<file path="src/rtl/mips16_trace_capture.sv">
// Commit-trace tap for MIPS16: records {pc, result} on every new PC into a show-ahead FIFO, flags a halted core.
// Entry visible one cycle after the sampling edge; when full with no pop the record is dropped and counted.
module mips16_trace_capture #(
   parameter int PC_W        = 16,
   parameter int DATA_W      = 16,
   parameter int DEPTH       = 16,
   parameter int HALT_CYCLES = 4
) (
   input  logic                     clk,
   input  logic                     reset,
   input  logic [PC_W-1:0]          pc_in,
   input  logic [DATA_W-1:0]        result_in,
   input  logic                     cap_en,
   input  logic                     clr,
   input  logic                     rd_ready,
   output logic                     rd_valid,
   output logic [PC_W-1:0]          rd_pc,
   output logic [DATA_W-1:0]        rd_result,
   output logic [$clog2(DEPTH):0]   count,
   output logic [7:0]               drop_cnt,
   output logic                     overflow,
   output logic                     halted
);

   localparam int AW = $clog2(DEPTH);
   localparam int SW = $clog2(HALT_CYCLES + 1);
   localparam int EW = PC_W + DATA_W;
   localparam logic [SW-1:0] HALT_LAST = SW'(HALT_CYCLES - 1);
   localparam logic [AW:0]   FULL_CNT  = (AW + 1)'(DEPTH);

   typedef enum logic [1:0] {S_IDLE, S_RUN, S_HALTED} state_t;

   state_t            state_q, state_d;
   logic [PC_W-1:0]   prev_pc_q, prev_pc_d;
   logic              prev_valid_q, prev_valid_d;
   logic [SW-1:0]     stable_q, stable_d;
   logic              rec_evt;

   logic [EW-1:0]     mem_q [DEPTH];
   logic [AW-1:0]     wr_ptr_q, wr_ptr_d;
   logic [AW-1:0]     rd_ptr_q, rd_ptr_d;
   logic [AW:0]       count_q, count_d;
   logic [7:0]        drop_q, drop_d;
   logic              ovf_q, ovf_d;
   logic              empty, full, push, pop, drop;
   logic [EW-1:0]     head;

   always_comb begin
      state_d      = state_q;
      prev_pc_d    = prev_pc_q;
      prev_valid_d = prev_valid_q;
      stable_d     = stable_q;
      rec_evt      = 1'b0;
      if (!cap_en) begin
         state_d = S_IDLE;
      end else begin
         case (state_q)
            S_IDLE: begin
               state_d      = S_RUN;
               prev_valid_d = 1'b0;
            end
            S_RUN: begin
               if (!prev_valid_q || pc_in != prev_pc_q) begin
                  rec_evt = 1'b1;
               end else if (stable_q == HALT_LAST) begin
                  state_d = S_HALTED;
               end else begin
                  stable_d = stable_q + SW'(1);
               end
            end
            S_HALTED: begin
               if (pc_in != prev_pc_q) begin
                  rec_evt = 1'b1;
                  state_d = S_RUN;
               end
            end
            default: state_d = S_IDLE;
         endcase
      end
      if (rec_evt) begin
         prev_pc_d    = pc_in;
         prev_valid_d = 1'b1;
         stable_d     = '0;
      end
   end

   // clr wins over any same-cycle push or pop; a pop frees the slot a full-FIFO push needs
   assign empty = (count_q == '0);
   assign full  = (count_q == FULL_CNT);
   assign pop   = !empty && rd_ready && !clr;
   assign push  = rec_evt && !clr && (!full || pop);
   assign drop  = rec_evt && !clr && full && !pop;

   always_comb begin
      wr_ptr_d = wr_ptr_q;
      rd_ptr_d = rd_ptr_q;
      count_d  = count_q;
      drop_d   = drop_q;
      ovf_d    = ovf_q;
      if (clr) begin
         wr_ptr_d = '0;
         rd_ptr_d = '0;
         count_d  = '0;
         drop_d   = '0;
         ovf_d    = 1'b0;
      end else begin
         if (push) wr_ptr_d = wr_ptr_q + AW'(1);
         if (pop)  rd_ptr_d = rd_ptr_q + AW'(1);
         if (push && !pop)      count_d = count_q + (AW + 1)'(1);
         else if (pop && !push) count_d = count_q - (AW + 1)'(1);
         if (drop) begin
            ovf_d = 1'b1;
            if (drop_q != 8'hFF) drop_d = drop_q + 8'd1;
         end
      end
   end

   always_ff @(posedge clk or negedge reset) begin
      if (!reset) begin
         state_q      <= S_IDLE;
         prev_pc_q    <= '0;
         prev_valid_q <= 1'b0;
         stable_q     <= '0;
         wr_ptr_q     <= '0;
         rd_ptr_q     <= '0;
         count_q      <= '0;
         drop_q       <= '0;
         ovf_q        <= 1'b0;
      end else begin
         state_q      <= state_d;
         prev_pc_q    <= prev_pc_d;
         prev_valid_q <= prev_valid_d;
         stable_q     <= stable_d;
         wr_ptr_q     <= wr_ptr_d;
         rd_ptr_q     <= rd_ptr_d;
         count_q      <= count_d;
         drop_q       <= drop_d;
         ovf_q        <= ovf_d;
      end
   end

   // storage needs no reset: the head is masked to zero whenever the FIFO is empty
   always_ff @(posedge clk) begin
      if (push) mem_q[wr_ptr_q] <= {pc_in, result_in};
   end

   assign head      = mem_q[rd_ptr_q];
   assign rd_valid  = !empty;
   assign rd_pc     = empty ? '0 : head[EW-1:DATA_W];
   assign rd_result = empty ? '0 : head[DATA_W-1:0];
   assign count     = count_q;
   assign drop_cnt  = drop_q;
   assign overflow  = ovf_q;
   assign halted    = (state_q == S_HALTED);

endmodule
</file>
<file path="config.mk">
export PLATFORM = sky130hd
export DESIGN_NAME = mips16_trace_capture
export DESIGN_NICKNAME = d
export VERILOG_FILES = /design/src/rtl/mips16_trace_capture.sv
export SDC_FILE = /design/constraint.sdc
export NUM_CORES = 1
export LEC_CHECK = 0
export ABC_AREA = 1
export CAP_MARGIN = 10
export CORE_AREA = 2 2 257 259
export DETAILED_ROUTE_END_ITERATION = 16
export DIE_AREA = 0 0 259 261
export SLEW_MARGIN = 20
export SYNTH_ARGS = -nofsm -noshare
export SYNTH_HDL_FRONTEND = slang
export SYNTH_SLANG_ARGS = --single-unit
</file>
<file path="constraint.sdc">
create_clock -name clk -period 5.6 [get_ports clk]
set_input_delay 1.12 -clock clk [delete_from_list [all_inputs] [get_ports clk]]
set_output_delay 1.12 -clock clk [all_outputs]
set_load 0.005 [all_outputs]
</file>
==> results.txt <==
worst setup path class - flop to output port
Switch Pwr - 3.046 mW
Post-Route Skew - 0.02094 ns
Worst R2R Path Depth - 14
biggest area consumer among synthesized cells - edfxtp_1
global-route total usage across every layer - 16.38%
Clock power frac - 34.3%
Routed WL per cell - 20.46 um
placed cells - 2618
internal power - 7.645 mW
FF-to-FF End - mem_q[2][6]$_DFFE_PP_
total CTS buffers - 57
register area share after synthesis - 73.11%
Async S/R FF share, synth - 7.914%
register bit total from synthesis - 556
clk sinks - 556
Initial Util - 34.65%
Syn Nets - 1775
crit path to - rd_pc[0]
num ports - 85
final wirelength - 55.75 mm
Synth Instances - 1721
Final Max Tran Viols - 0
DIE WIDTH - 259 um
power per cell area - 405.3 nW/um^2
Max Fclk - 0.2010 GHz
Final Power - 10.69 mW
CTS tree - yes
Hold Path Class - flop to flop
Slowest Stage Delay on Critical Path - 0.69 ns
Synth top area share - 68.23%
vias in the first global route - 13912
critical-path cell list - inv_2 -> buf_4 -> o21ai_0 -> o22ai_1 -> a21oi_1 -> a211oi_1 -> clkdlybuf4s50_1
leakage - 9.011 nW
Crit-path slowest cell - inv_2
Cell variety after synth - 45
H-tree levels - 2
Post-synth EDFFs - 512
Final #Nets - 1867
Max Cap Violations - 0
Longest Clk Path Bufs - 3
synth top area cells - edfxtp_1 68%, dfrtp_1 4.9%, nand2_1 4.9%
switching fraction of total power - 28.49%
Die H - 261 um
worst slew pin tran - 1.018 ns
DR iter-0 viols - 1189
Syn Std Cell Area - 22530 um^2
setup TNS - 0 ns
Post-CTS Setup Inserts - 0
num rows - 94
reg-to-reg slack, setup - 2.56 ns
Max VDD drop - 0.2652 mV
status - finished, final reports clean
final hold vios - 0
fin cells - 2724
Ys Warns - 0
CP endpoint kind - output port
ANT nets after route - 0
min Tclk post-route - 4.974 ns
Clk pin slew, worst setup/hold paths - 0.06 ns
clock latency at the later pin of the worst-skew pair - 0.61 ns
DR pass1 iterations - 5
Port Buffer Count - 84
combinational power share - 21.2%
RSZ-0062 raised after global routing - no
first-pass GRT wire length - 85.05 mm
DRC - 0
# hold bufs at CTS - 0
gpl congestion - 0.7730
Area Overhead vs Synth - 17.06%
sequential share of power - 44.5%
most common cell after layout, fill and taps aside - edfxtp_1
largest net degree at the start of global routing - 183
HPWL after DPL - 32.12 mm
crit path from - rd_ptr_q[1]$_DFFE_PN0P_
initial antenna violation count - 0
crit path DAT - 3.85 ns
ys flop type - edfxtp_1
Resized Gates After CTS - 0
critical path launch point type - flop
DR vias/cell - 5.144
crit share post-route - 88.83%
total grt overflow - 0
share of cells above drive strength 1 - 9.736%
Die ar. - 67600 um^2
Req. time, crit path - 4.48 ns
core footprint - 65040 um^2
slew margin rel. - 32.05%
Avg Synthesized Cell Area - 13.09 um^2
leading cell types in the layout, fill and taps excluded - 512 x edfxtp_1, 291 x nand2_1, 147 x nor2_1, 146 x o21ai_0, 103 x a21oi_1
worst-path fanout max - 39
endpoints failing setup - 0
root buf cell - clkbuf_16
RR Startpoint - prev_pc_q[12]$_DFFE_PN0P_
vias - 14012
flip-flops by register name (all words and copies together) (netlist names):
| register | flops |
|---|---|
| mem_q | 512 |
| prev_pc_q | 16 |
| drop_cnt | 8 |
| count | 5 |
| rd_ptr_q | 4 |
| wr_ptr_q | 4 |
| stable_q | 3 |
| state_q | 2 |
| overflow | 1 |
| prev_valid_q | 1 |
routing by layer:
metal | GRT usage, % | vias to the layer above | routed length, um
li1 | - | 6500 | -
met1 | 21.91 | 7012 | 24310
met2 | 27.41 | 416 | 26990
met3 | 2.681 | 84 | 3129
met4 | 5.106 | 0 | 1312
met5 | 0 | - | 0
how the worst min path moves through the flow:
stage,start,end,slack (ns),cells after the start
2_1_floorplan,stable_q[1]$_DFFE_PN0P_,stable_q[1]$_DFFE_PN0P_,0.45,2
5_1_grt,rd_ptr_q[3]$_DFFE_PN0P_,rd_ptr_q[3]$_DFFE_PN0P_,0.51,1
3_3_place_gp,stable_q[1]$_DFFE_PN0P_,stable_q[1]$_DFFE_PN0P_,0.46,2
4_1_cts,stable_q[2]$_DFFE_PN0P_,stable_q[2]$_DFFE_PN0P_,0.48,2
6_report,stable_q[2]$_DFFE_PN0P_,stable_q[2]$_DFFE_PN0P_,0.48,2
3_5_place_dp,stable_q[2]$_DFFE_PN0P_,stable_q[2]$_DFFE_PN0P_,0.47,2
metrics by stage:
step,util [%],worst slack (ns),instance area (um^2),hold WS (ns)
after floorplan,-,1.764,22530,0.4459
after global placement,37.80,0.9395,24580,0.4586
after detailed placement,37.80,0.8330,24580,0.4686
after CTS,40.55,0.5832,26380,0.4849
after global routing,40.55,0.4141,26380,0.5149
final,40.56,0.6257,26380,0.4826
kinds of logic after synthesis:
logic type | after synthesis | synth area share, %
XOR/XNOR | 8 | 0.3110
AND/OR/NAND/NOR | 529 | 9.789
adder cells (fa/ha/maj) | 17 | 0.9772
AO/OA/AOI/OAI | 392 | 10.15
multiplexers | 64 | 2.843
buffers and inverters | 155 | 2.815
flip-flops | 556 | 73.11
worst max-delay path, delay by kind of cell (launching register included):
| family | cells | cell delay, ns |
|---|---|---|
| AOI/OAI and AO/OA | 4 | 0.86 |
| buffers and inverters | 3 | 1.79 |
| DFF | 1 | 0.58 |
power groups by stage:
stage               registers (mW)  logic (mW)  clock network (mW)
floorplan                     4.81        1.33                   0
global placement              4.83        2.27                   0
detailed placement            4.84        2.31                   0
CTS                           4.75        2.32                3.73
global route                  4.77        2.52                3.88
finish                        4.76        2.27                3.67
cell usage after synthesis (11+ instances only):
library cell / instances
o22ai_1: 65
o221ai_1: 32
buf_2: 25
mux2i_1: 64
a211oi_1: 32
nand2_1: 292
dfrtp_1: 44
inv_1: 48
nand3_1: 11
nor3_1: 35
clkbuf_1: 61
a21oi_1: 103
edfxtp_1: 512
o21ai_0: 146
ha_1: 16
nor2_1: 163
area by class of cell:
type	instances	area, um^2
fill	6003	38660
clock buffer	78	1558
inverter	58	232.7
sequential	556	16480
timing repair buffer	130	1244
multi-input combinational	1010	5547
antenna	1	2.502
tap	864	1081
clock inverter	27	234.0
Note: power is estimated with default switching activity, not from simulation.
